## config.mk

```make
export PLATFORM = sky130hd
export DESIGN_NAME = tc_alu_bist_ctrl
export DESIGN_NICKNAME = d
export VERILOG_FILES = /design/src/rtl/tc_alu_bist_ctrl.sv
export SDC_FILE = /design/constraint.sdc
export NUM_CORES = 1
export LEC_CHECK = 0
export CAP_MARGIN = 20
export CORE_ASPECT_RATIO = 0.5
export CORE_MARGIN = 2
export CORE_UTILIZATION = 45
export CTS_CLUSTER_SIZE = 8
export DETAILED_ROUTE_END_ITERATION = 6
export PLACE_DENSITY = 0.76
export SYNTH_ARGS = -nofsm -noshare
export SYNTH_HDL_FRONTEND = slang
export SYNTH_SLANG_ARGS = --single-unit
```

## constraint.sdc

```tcl
create_clock -name clk -period 1.7 [get_ports clk]
set_input_delay 0.17 -clock clk [delete_from_list [all_inputs] [get_ports clk]]
set_output_delay 0.17 -clock clk [all_outputs]
set_load 0.05 [all_outputs]
```

## src/rtl/tc_alu_bist_ctrl.sv

```systemverilog
// ---------------------------------------------------------------------------
// tc_alu_bist_ctrl
//
// BIST controller for the 8-bit TC ALU.
//
// In functional mode (TEST_EN=0) the chip pins A_in/B_in/sel_in pass straight
// through to the ALU. In test mode (TEST_EN=1) a SET_EN strobe does three
// things: it seeds a 16-bit Fibonacci LFSR, it clears a 16-bit MISR, and it
// starts a run of PATTERNS pseudo-random patterns.
//
// The LFSR drives A/B/sel. The MISR compacts the 16-bit ALU result on every
// RUN edge. One cycle after the last capture, the signature is compared
// against GOLDEN. The registered PASS_N/DONE pair then reports the outcome.
//
// The MISR is scannable MSB-first through SI/SI_EN/SO while the controller
// is in IDLE or DONE.
//
// Optional build macro BIST_SIG_OUT_EN adds an output port SIG[15:0]. SIG
// carries the live MISR contents for debug readout.
// ---------------------------------------------------------------------------
module tc_alu_bist_ctrl #(
    parameter logic [15:0] SEED     = 16'hACE1,
    parameter int          PATTERNS = 32,
    parameter logic [15:0] GOLDEN   = 16'h0000
) (
    input  logic        clk,
    input  logic        rst,
    input  logic        TEST_EN,
    input  logic        SET_EN,
    input  logic        SI,
    input  logic        SI_EN,
    input  logic [7:0]  A_in,
    input  logic [7:0]  B_in,
    input  logic        sel_in,
    input  logic [15:0] Y,
    output logic [7:0]  A,
    output logic [7:0]  B,
    output logic        sel,
    output logic        SO,
    output logic        PASS_N,
    output logic        DONE
`ifdef BIST_SIG_OUT_EN
    ,
    output logic [15:0] SIG
`endif
);

    // Counter is wide enough to hold PATTERNS itself, which is the value
    // the counter reaches on the edge that enters CMP.
    localparam int CW = $clog2(PATTERNS + 1);

    // An all-zero LFSR would lock up, so a zero seed is replaced by 1.
    localparam logic [15:0]   SEED_EFF = (SEED == 16'h0000) ? 16'h0001 : SEED;
    localparam logic [CW-1:0] LAST_CNT = CW'(PATTERNS - 1);

    typedef enum logic [1:0] {
        ST_IDLE = 2'd0,
        ST_RUN  = 2'd1,
        ST_CMP  = 2'd2,
        ST_DONE = 2'd3
    } state_t;

    // Feedback parity for x^16+x^14+x^13+x^11+1 (taps 15,13,12,10).
    function automatic logic fb_parity(input logic [15:0] v);
        fb_parity = v[15] ^ v[13] ^ v[12] ^ v[10];
    endfunction

    // One LFSR shift.
    function automatic logic [15:0] lfsr_step(input logic [15:0] l);
        lfsr_step = {l[14:0], fb_parity(l)};
    endfunction

    // One MISR compaction step absorbing result word y.
    function automatic logic [15:0] misr_step(input logic [15:0] m,
                                              input logic [15:0] y);
        misr_step = {m[14:0], fb_parity(m)} ^ y;
    endfunction

    state_t          state_r;
    state_t          state_s;
    logic [15:0]     lfsr_r;
    logic [15:0]     lfsr_s;
    logic [15:0]     misr_r;
    logic [15:0]     misr_s;
    logic [CW-1:0]   count_r;
    logic [CW-1:0]   count_s;
    logic            pass_n_r;
    logic            pass_n_s;
    logic            done_r;
    logic            done_s;

    // State and datapath registers with asynchronous reset to the IDLE picture.
    always_ff @(posedge clk or posedge rst) begin
        if (rst) begin
            state_r  <= ST_IDLE;
            lfsr_r   <= SEED_EFF;
            misr_r   <= 16'h0000;
            count_r  <= {CW{1'b0}};
            pass_n_r <= 1'b1;
            done_r   <= 1'b0;
        end else begin
            state_r  <= state_s;
            lfsr_r   <= lfsr_s;
            misr_r   <= misr_s;
            count_r  <= count_s;
            pass_n_r <= pass_n_s;
            done_r   <= done_s;
        end
    end

    // Next-state and next-datapath logic.
    // Priority order is: leaving test mode, then SET_EN restart, then the
    // per-state behaviour.
    always_comb begin
        state_s  = state_r;
        lfsr_s   = lfsr_r;
        misr_s   = misr_r;
        count_s  = count_r;
        pass_n_s = pass_n_r;
        done_s   = done_r;

        if (!TEST_EN) begin
            // Functional mode: park in IDLE. LFSR and MISR hold, except that
            // an already idle controller still accepts scan shifts.
            state_s  = ST_IDLE;
            pass_n_s = 1'b1;
            done_s   = 1'b0;
            if ((state_r == ST_IDLE) && SI_EN) begin
                misr_s = {misr_r[14:0], SI};
            end else begin
                misr_s = misr_r;
            end
        end else if (SET_EN) begin
            // Seed / restart from any state. This takes priority over a RUN
            // capture and over a scan shift.
            state_s  = ST_RUN;
            lfsr_s   = SEED_EFF;
            misr_s   = 16'h0000;
            count_s  = {CW{1'b0}};
            pass_n_s = 1'b1;
            done_s   = 1'b0;
        end else begin
            case (state_r)
                ST_IDLE: begin
                    pass_n_s = 1'b1;
                    done_s   = 1'b0;
                    if (SI_EN) begin
                        misr_s = {misr_r[14:0], SI};
                    end else begin
                        misr_s = misr_r;
                    end
                end
                ST_RUN: begin
                    // Absorb the result of the pattern on the bus right now,
                    // then move to the next pattern. SI_EN is ignored here.
                    misr_s  = misr_step(misr_r, Y);
                    lfsr_s  = lfsr_step(lfsr_r);
                    count_s = count_r + CW'(1);
                    if (count_r == LAST_CNT) begin
                        state_s = ST_CMP;
                    end else begin
                        state_s = ST_RUN;
                    end
                end
                ST_CMP: begin
                    pass_n_s = (misr_r != GOLDEN);
                    done_s   = 1'b1;
                    state_s  = ST_DONE;
                end
                ST_DONE: begin
                    // Verdict holds; the signature may be scanned out.
                    if (SI_EN) begin
                        misr_s = {misr_r[14:0], SI};
                    end else begin
                        misr_s = misr_r;
                    end
                end
                default: begin
                    state_s  = ST_IDLE;
                    pass_n_s = 1'b1;
                    done_s   = 1'b0;
                end
            endcase
        end
    end

    // ALU operand mux: the LFSR drives the ALU in test mode, the pins otherwise.
    always_comb begin
        if (TEST_EN) begin
            A   = lfsr_r[15:8];
            B   = lfsr_r[7:0];
            sel = lfsr_r[0];
        end else begin
            A   = A_in;
            B   = B_in;
            sel = sel_in;
        end
    end

    assign SO     = misr_r[15];
    assign PASS_N = pass_n_r;
    assign DONE   = done_r;

`ifdef BIST_SIG_OUT_EN
    assign SIG = misr_r;
`endif

endmodule

```

After elaboration in Yosys (flattened, before gate mapping)
Index checks and enable logic that the tools add are counted.

word-level totals
  input port bits = 39
  register bits = 42
  output and inout bits = 20
  word-level logic and storage cells = 52

cells by class
  add/subtract/negate cells = 1
  bitwise gates (word level) = 7
  equal/unequal tests = 8
  muxes and demuxes = 22
  reductions and logical operators = 8

operator list
  operator                                                                  number
  16-bit 2-to-1 mux                                                         6
  16-bit case mux with 2 select lines                                       1
  8-bit 2-to-1 mux                                                          2
  16-bit nonzero test                                                       1
  16-bit bitwise XOR                                                        1
  6-bit 2-to-1 mux                                                          2
  4-bit by 1-bit inequality test with 1-bit output (second input constant)  2
  4-bit by 2-bit inequality test with 1-bit output (second input constant)  2
  6-bit by 1-bit adder with 6-bit output (second input constant)            1
  6-bit by 5-bit == test with 1-bit output (second input constant)          1
  2-bit 2-to-1 mux                                                          3
  1-bit bitwise XOR                                                         6
  1-bit 2-to-1 mux                                                          5
  2-bit == test (second input constant)                                     2
  1-bit case mux with 2 select lines                                        2
  2-bit case mux with 2 select lines                                        1
  2-bit nonzero test                                                        2
  3-bit AND reduction                                                       1
  2-bit by 1-bit == test with 1-bit output (second input constant)          1
  2-bit logical NOT                                                         1
  2-bit AND reduction                                                       1
  2-bit OR reduction                                                        1
  1-bit logical AND                                                         1

Logic depth before layout (Yosys ltp)
Gate-level depths: netlist (run 1).

  depth after elaboration = 7
  gate-level depth with buffers = 8
  mapped depth without buffers = 6

Least setup slack after synthesis (run 1)
No wires, ideal clock.

  path kind = input to output
  from = input TEST_EN
  to = output B[0]
  data required time = 1.530 ns
  cell stages on the path = 4
  setup slack = -0.213 ns
  data arrival time = 1.743 ns
  path buffers = 3
  cells stage by stage = buf_2 clkbuf_8 buf_2 o21ai_0

on the way
  cells in the longest elaborated chain, start to end = 1

RTL lines
  item              line  RTL
  start, declared   28    input logic TEST_EN,
  8-bit 2-to-1 mux  189   if (TEST_EN) begin
  end, declared     37    output logic [7:0] B,

Every way passes these cells.

Worst setup path after layout (run 1)
  from = register state_r[0]
  to = register misr_r[11]

on the way
  cells in the longest elaborated chain, start to end = 5
  elaborated cells between the ends (all ways) = 12
  classes of those cells = eq/ne: 4; mux: 3; reduce/logical: 5

RTL lines
  item                                                       line      RTL
  start, declared                                            79        state_t state_r;
  start signal, assigned                                     102       state_r <= state_s;
  2-bit == test / 2-bit logical NOT (equally long branches)  143, 128
  2-bit OR reduction (no source line)                        --
  16-bit case mux with 2 select lines                        143       case (state_r)
  16-bit 2-to-1 mux                                          133       end else if (SET_EN) begin
  16-bit 2-to-1 mux                                          122       if (!TEST_EN) begin
  end signal, assigned                                       104       misr_r <= misr_s;
  end, declared                                              83        logic [15:0] misr_r;

Several ways; a longest one is shown, not always the timed one.
A chain may end at the register's enable or synchronous reset.

==> out/summary.log, run 1 <==
qor: worst_setup_path.cp_num_cells 7
qor: logic_synthesis.synthesis.instances 283
qor: sta.worst_hold_check_slack 0.248 ns
qor: logic_synthesis.yosys_warnings 0
qor: die.initial_core_util 47.0%
qor: power.p_total 4.53 mW
qor: sta.setup_ws -0.00474 ns
qor: detailed_routing.via_per_inst 5.48
qor: power.max-vdd-ir-drop 0.000746 V
qor: worst_setup_path.critPathTopFamily flip-flops
qor: logic_synthesis.synthDistinctLibCells 38
qor: power.seq_power_share 35.8%
qor: final_layout.final_core_utilization 68.8%
qor: final_layout.antenna_cells 0
qor: clock_tree.cts_tree done
qor: detailed_routing.wirelength 6.57 mm
qor: grt.grt_first_pass_wirelength 11.0 mm
qor: logic_synthesis.seq_area_frac_synth 40.8%
qor: worst_setup_path.critical_path.max_stage_delay 0.41 ns
qor: power.power.combinational.fraction 42.9%
qor: logic_synthesis.share_of_async_settable_or_async_resettable_flops_after_synthesis 100%
qor: grt.vias_in_the_first_global_route 2,335
qor: worst_setup_path.r2r.worst_path.cells 7
qor: flow_run.max_cap_viol_count 0
qor: die.die_width 112 µm
qor: final_layout.synthToLayoutAreaGrowth 46.4%
qor: sta.hold_violations 0
qor: sta.max_clock_freq 0.587 GHz
qor: run_status.violated_checks setup timing
qor: worst_setup_path.critical_path.slowest_cell dfrtp_1
qor: worst_hold_path.hold_class input port to async pin
qor: worst_setup_path.cp_cell_sequence inv_2, ha_4, buf_6, and4b_1, a21oi_2, o22ai_1, mux2_4
qor: sta.finalSetupViolCount 1
qor: final_layout.drive_gt1_share 31.4%
qor: clock_tree.cts.htree.levels 2
qor: clock_tree.clockBufferDepth 2
qor: detailed_routing.detail-route-antenna-nets 0
qor: placed_design.post-dp-hpwl 4.35 mm
qor: power.swShare 36.1%
qor: sta.timing.clock.skew 0.00631 ns
qor: detailed_routing.drt_pre_antenna_iters 4
qor: clock_tree.clock_insertion_delay_worst_skew 0.29 ns
qor: logic_synthesis.synth_edf_count 0
qor: final_layout.nets_final 395
qor: sta.slew-limit-headroom 76.9%
qor: logic_synthesis.synth_top_area_share 31.7%
qor: worst_setup_path.critical_path_peak_fanout 14
qor: clock_tree.number_of_buffers_created_by_cts 5
qor: detailed_routing.drc 0
qor: worst_setup_path.timing.critical_path.to_type flip-flop
qor: detailed_routing.drt-initial-drc-count 166
qor: worst_setup_path.wp_buf_inv 2
qor: sta.layout_min_cycle_time 1.70 ns
qor: worst_setup_path.criticalPathCategory flip-flop to flip-flop
qor: sta.worst-slew-pin-transition 0.342 ns
qor: placed_design.gp_congestion 0.815
qor: logic_synthesis.post_synth_most_frequent_cells nand2_1, dfrtp_1, mux2_2
qor: die.floorplan.die.height 57.8 µm
qor: final_layout.number_of_fill_cells 397
qor: placed_design.port-buffer-count 58
qor: power.cellPowerDensity 1190 nW/µm²
qor: worst_setup_path.cp.required 1.88 ns
qor: run_status.run_status complete, but fails checks
qor: logic_synthesis.synth_area 2600 µm²
qor: logic_synthesis.synth-main-ff-cell dfrtp_1
qor: sta.grt_setup_unrepaired yes
qor: logic_synthesis.post-synth-top-area-cell dfrtp_1
qor: die.floorplan.core_area 5540 µm²
qor: logic_synthesis.synth_seq_cells 42
qor: worst_setup_path.cp_data_arrival_time 1.88 ns
qor: power.p_int 2.90 mW
qor: detailed_routing.average_wire_per_standard_cell 15.4 µm
qor: clock_tree.root_buffer clkbuf_16
qor: clock_tree.worst_setup_hold_path_clk_slew 0.06 ns
qor: power.power.leakage 1.68 nW
qor: logic_synthesis.synth_area_leaders dfrtp_1, mux2_2, dfstp_2, nand2_1, and4b_1
qor: grt.antenna_violations_before_repair 0
qor: sta.slew_limit_fails 0
qor: logic_synthesis.post-synth-top-count-cell nand2_1
qor: logic_synthesis.post_synthesis_area_per_instance 9.20 µm²
qor: grt.gr-total-overflow 0
qor: clock_tree.clock_sink_count 42
qor: grt.grt_usage 21.4%
qor: die.num_io_pins 59
qor: sta.final.period_utilization 100%
qor: die.rows 19
qor: power.total_switching_power 1.64 mW
qor: die.die_area 6440 µm²
qor: power.clkPwrFrac 21.3%
qor: detailed_routing.vias 2,335
qor: worst_setup_path.worstSetupStartpointType flip-flop
qor: grt.grt_max_degree 43
qor: logic_synthesis.synth_nets 326
## cell families after synthesis
family	synth area share, %
and+or+nand+nor	17.2
AOI/OAI and AO/OA	15.6
buffers and inverters	7.98
DFF	40.8
muxes	13.9
xor gates and xnor gates	2.55
adders and majority gates	1.92
## state kept, by name, summed over array words and instances (netlist names)
signal,cells
DONE,1
PASS_N,1
count_r,6
lfsr_r,16
misr_r,16
state_r,2
## through the flow
stage / cells / TNS (ns) / setup slack (ns) / cell area (µm²)
after floorplan: 283 / -1.37 / -0.213 / 2640
after global placement: 414 / -0.799 / -0.0347 / 3520
after detailed placement: 414 / -1.44 / -0.110 / 3520
after CTS: 427 / -0.210 / -0.0252 / 3790
after global routing: 426 / -0.669 / -0.0534 / 3810
final: 426 / -0.00474 / -0.00474 / 3810
## final timing paths
path | start | endpoint | slack [ns]
worst min-delay path | rst | count_r[4] | 0.25
min in group clk | lfsr_r[6] | lfsr_r[6] | 0.49
worst max-delay path | state_r[0] | misr_r[11] | -0.005
worst max register to register | state_r[0] | misr_r[11] | -0.005
max in group asynchronous | rst | lfsr_r[0] | 1.18
worst min register to register | lfsr_r[6] | lfsr_r[6] | 0.49
## layout by cell type (no fill, tap or decap), drive strengths merged, types with 3 or more instances in the layout
master / synthesis / final
nand2: 44 / 44
mux2: 31 / 31
nor3: 3 / 3
and4b: 14 / 14
o21ai: 28 / 28
dfrtp: 33 / 33
ha: 4 / 4
a31oi: 3 / 3
inv: 23 / 24
xor2: 3 / 3
nor2: 13 / 13
buf: 13 / 43
nor4: 4 / 4
o22ai: 14 / 14
a21oi: 20 / 20
dfstp: 9 / 9
clkdlybuf4s50: 0 / 38
clkbuf: 6 / 5
## worst min-delay path: stages
cell and delay, ns:
clkdlybuf4s50_1 0.40, inv_1 0.09, buf_12 0.24
## layout make-up
cell class	count	area (µm²)	share of cell area, %
repair buffers	81	958	25.1
flip-flops and latches	42	1060	27.9
clock inverters	3	23.8	0.624
multi-input cells	199	1460	38.4
clock buffers	5	125	3.28
well taps	73	91.3	2.40
inverters	23	86.3	2.27
## layer usage
| layer | part of all wire (%) | GRT usage [%] | wire length, µm |
|---|---|---|---|
| met1 | 43 | 26.7 | 2810 |
| met2 | 51 | 36.8 | 3350 |
| met3 | 4.2 | 5.02 | 275 |
| met4 | 2.0 | 9.17 | 132 |
| met5 | 0 | 0 | 0 |
## what timing repair did
action                                  4_1_cts  5_1_grt
endpoints found under the setup margin       31       39
buffers inserted                              4        1
pin swaps                                     1        2
gates resized for setup                      17       14
hold buffers                                  0        0
gates cloned                                  1        0
## power by group through the flow
stage          clock (mW)  sequential, mW  combinational [mW]
2_1_floorplan           0            1.56                1.19
3_3_place_gp            0            1.59                1.74
3_5_place_dp            0            1.61                1.79
4_1_cts             0.982            1.59                1.90
5_1_grt              1.03            1.67                2.10
6_report            0.966            1.62                1.94
No activity file was read; power rests on OpenSTA's default activity.
==> inputs of run 2 (changes only) <==
--- a/config.mk
+++ b/config.mk
@@ -8,10 +8,10 @@
 export CAP_MARGIN = 20
 export CORE_ASPECT_RATIO = 0.5
 export CORE_MARGIN = 2
-export CORE_UTILIZATION = 45
+export CORE_UTILIZATION = 41
 export CTS_CLUSTER_SIZE = 8
 export DETAILED_ROUTE_END_ITERATION = 6
-export PLACE_DENSITY = 0.76
+export PLACE_DENSITY = 0.7
 export SYNTH_ARGS = -nofsm -noshare
 export SYNTH_HDL_FRONTEND = slang
 export SYNTH_SLANG_ARGS = --single-unit
==> out/summary.log, run 2 (synthesis gave the netlist of run 1 again) <==
qor: run_status.run_status finished, final reports clean
qor: sta.timing.clock.skew 0.00532 ns
qor: power.power.leakage 1.64 nW
qor: detailed_routing.via_per_inst 5.16
qor: sta.grt_setup_unrepaired yes
qor: sta.timing.setup.tns 0 ns
qor: final_layout.nets_final 398
qor: power.p_int 2.92 mW
qor: sta.hold_violations 0
qor: worst_setup_path.critPathTopFamily flip-flops
qor: die.floorplan.die.height 60.3 µm
qor: clock_tree.cts.htree.levels 2
qor: placed_design.port-buffer-count 58
qor: die.num_io_pins 59
qor: final_layout.number_of_fill_cells 538
qor: placed_design.placedCellCount 432
qor: detailed_routing.detail-route-antenna-nets 0
qor: final_layout.drive_gt1_share 29.5%
qor: clock_tree.root_buffer clkbuf_16
qor: grt.grt_max_degree 43
qor: final_layout.layout_commonest_cell nand2_1
qor: clock_tree.clockBufferDepth 2
qor: clock_tree.holdBufCountCts 0
qor: sta.final.period_utilization 98.3%
qor: placed_design.gp_congestion 0.771
qor: sta.layout_min_cycle_time 1.67 ns
qor: power.power.combinational.fraction 39.8%
qor: die.floorplan.core_area 6110 µm²
qor: grt.grt_usage 19.2%
qor: sta.worst-slew-pin-transition 0.426 ns
qor: worst_setup_path.critical_path.max_stage_delay 0.39 ns
qor: sta.slew_limit_fails 0
qor: worst_setup_path.cp.required 1.88 ns
qor: detailed_routing.wirelength 6.23 mm
qor: clock_tree.clock_insertion_delay_worst_skew 0.29 ns
qor: detailed_routing.drc 0
qor: worst_setup_path.timing.critical_path.to_type flip-flop
qor: worst_setup_path.critical_path.slowest_cell dfrtp_1
qor: grt.vias_in_the_first_global_route 2,179
qor: worst_setup_path.criticalPathCategory flip-flop to flip-flop
qor: detailed_routing.average_wire_per_standard_cell 14.0 µm
qor: die.die_area 7040 µm²
qor: final_layout.antenna_cells 0
qor: power.seq_power_share 35.4%
qor: grt.gr-total-overflow 0
qor: clock_tree.worst_setup_hold_path_clk_slew 0.06 ns
qor: worst_setup_path.critical_path_peak_fanout 8
qor: die.initial_core_util 42.6%
qor: die.die_width 117 µm
qor: detailed_routing.drt-initial-drc-count 117
qor: flow_run.max_cap_viol_count 0
qor: clock_tree.number_of_buffers_created_by_cts 5
qor: grt.grt_first_pass_wirelength 10.3 mm
qor: detailed_routing.drt_pre_antenna_iters 4
qor: worst_hold_path.hold_class input port to flip-flop
qor: worst_setup_path.wp_buf_inv 3
qor: clock_tree.clock_sink_count 42
qor: power.swShare 34.4%
qor: power.max-vdd-ir-drop 0.000466 V
qor: power.total_switching_power 1.53 mW
qor: detailed_routing.vias 2,291
qor: die.rows 20
qor: placed_design.post-dp-hpwl 4.36 mm
qor: sta.finalSetupViolCount 0
qor: final_layout.layout_common_cells nand2_1, clkdlybuf4s50_1, buf_4, dfrtp_1, o21ai_0
qor: power.cellPowerDensity 1220 nW/µm²
qor: worst_setup_path.cp_data_arrival_time 1.85 ns
qor: worst_setup_path.worstSetupStartpointType flip-flop
qor: grt.antenna_violations_before_repair 0
qor: clock_tree.cts_tree done
qor: sta.max_clock_freq 0.598 GHz
qor: final_layout.largestRegisters lfsr_r: 16 flops, misr_r: 16 flops, count_r: 6 flops
qor: worst_setup_path.cp_cell_sequence inv_2, buf_6, ha_4, nand3b_1, o21ai_2, a21oi_4, buf_8, mux2_4
qor: final_layout.synthToLayoutAreaGrowth 40.3%
qor: final_layout.final-instance-count-excl-fill 444
qor: power.clkPwrFrac 24.8%
qor: sta.slew-limit-headroom 71.3%
## run 2: cell types whose count changed in the layout (fill, tap and decap cells not counted), sizes merged
cell           previous run  this run
buf                      43        47
bufinv                    0         1
clkbuf                    5         6
clkdlybuf4s50            38        37
clkinvlp                  2         1
inv                      24        23
## run 2: power by group through the flow
| stage | sequential (mW) | combinational [mW] | clock (mW) |
|---|---|---|---|
| after detailed placement | 1.59 | 1.68 | 0 |
| after floorplan | 1.56 | 1.19 | 0 |
| after CTS | 1.58 | 1.79 | 1.14 |
| final | 1.58 | 1.77 | 1.11 |
| after global routing | 1.62 | 1.93 | 1.16 |
| after global placement | 1.57 | 1.64 | 0 |
## run 2: cell type report
cell class | count | area (µm²) | share of cell area (%)
clock buffers | 6 | 129 | 3.53
inverters | 23 | 86.3 | 2.36
flip-flops and latches | 42 | 1060 | 29.1
repair buffers | 84 | 797 | 21.8
clock inverters | 2 | 37.5 | 1.03
multi-input cells | 199 | 1430 | 39.1
well taps | 88 | 110 | 3.02
## run 2: worst paths after layout
| kind | slack (ns) | depth (start not counted) | end | start |
|---|---|---|---|---|
| max | 0.03 | 8 | misr_r[13] | state_r[1] |
| min | 0.22 | 2 | state_r[0] | TEST_EN |
| max reg2reg | 0.03 | 8 | misr_r[13] | state_r[1] |
| min reg2reg | 0.49 | 2 | lfsr_r[7] | lfsr_r[7] |
| max in group asynchronous | 1.19 | 3 | lfsr_r[5] | rst |
| min in group asynchronous | 0.23 | 3 | misr_r[0] | rst |
## run 2: what timing repair did
item / 4_1_cts / 5_1_grt
setup endpoints to repair: 15 / 29
pin swaps: 1 / 1
buffers inserted: 3 / 2
cloned: 1 / 0
gates resized for setup: 15 / 6
## run 2: layer usage
layer	wire (µm)	share of wire (%)	track usage (%)
met1	2890	46	24.5
met2	2960	48	32.4
met3	264	4.2	4.20
met4	112	1.8	8.24
met5	0	0	0
## run 2: worst reg2reg max path: stages (launching register included)
cell,delay (ns)
dfrtp_1,0.39
inv_2,0.09
buf_6,0.10
ha_4,0.12
nand3b_1,0.12
o21ai_2,0.08
a21oi_4,0.18
buf_8,0.18
mux2_4,0.31
## run 2: through the flow
stage               total power [mW]  hold WS [ns]  setup slack, ns  util [%]  area [µm²]
floorplan                       2.75         0.406           -0.213         -        2640
global placement                3.22         0.466          -0.0119      55.2        3370
detailed placement              3.27         0.484          -0.0735      55.2        3370
CTS                             4.50         0.205          -0.0529      59.9        3660
global route                    4.71         0.234          -0.0508      59.8        3650
finish                          4.46         0.224           0.0284      59.8        3650
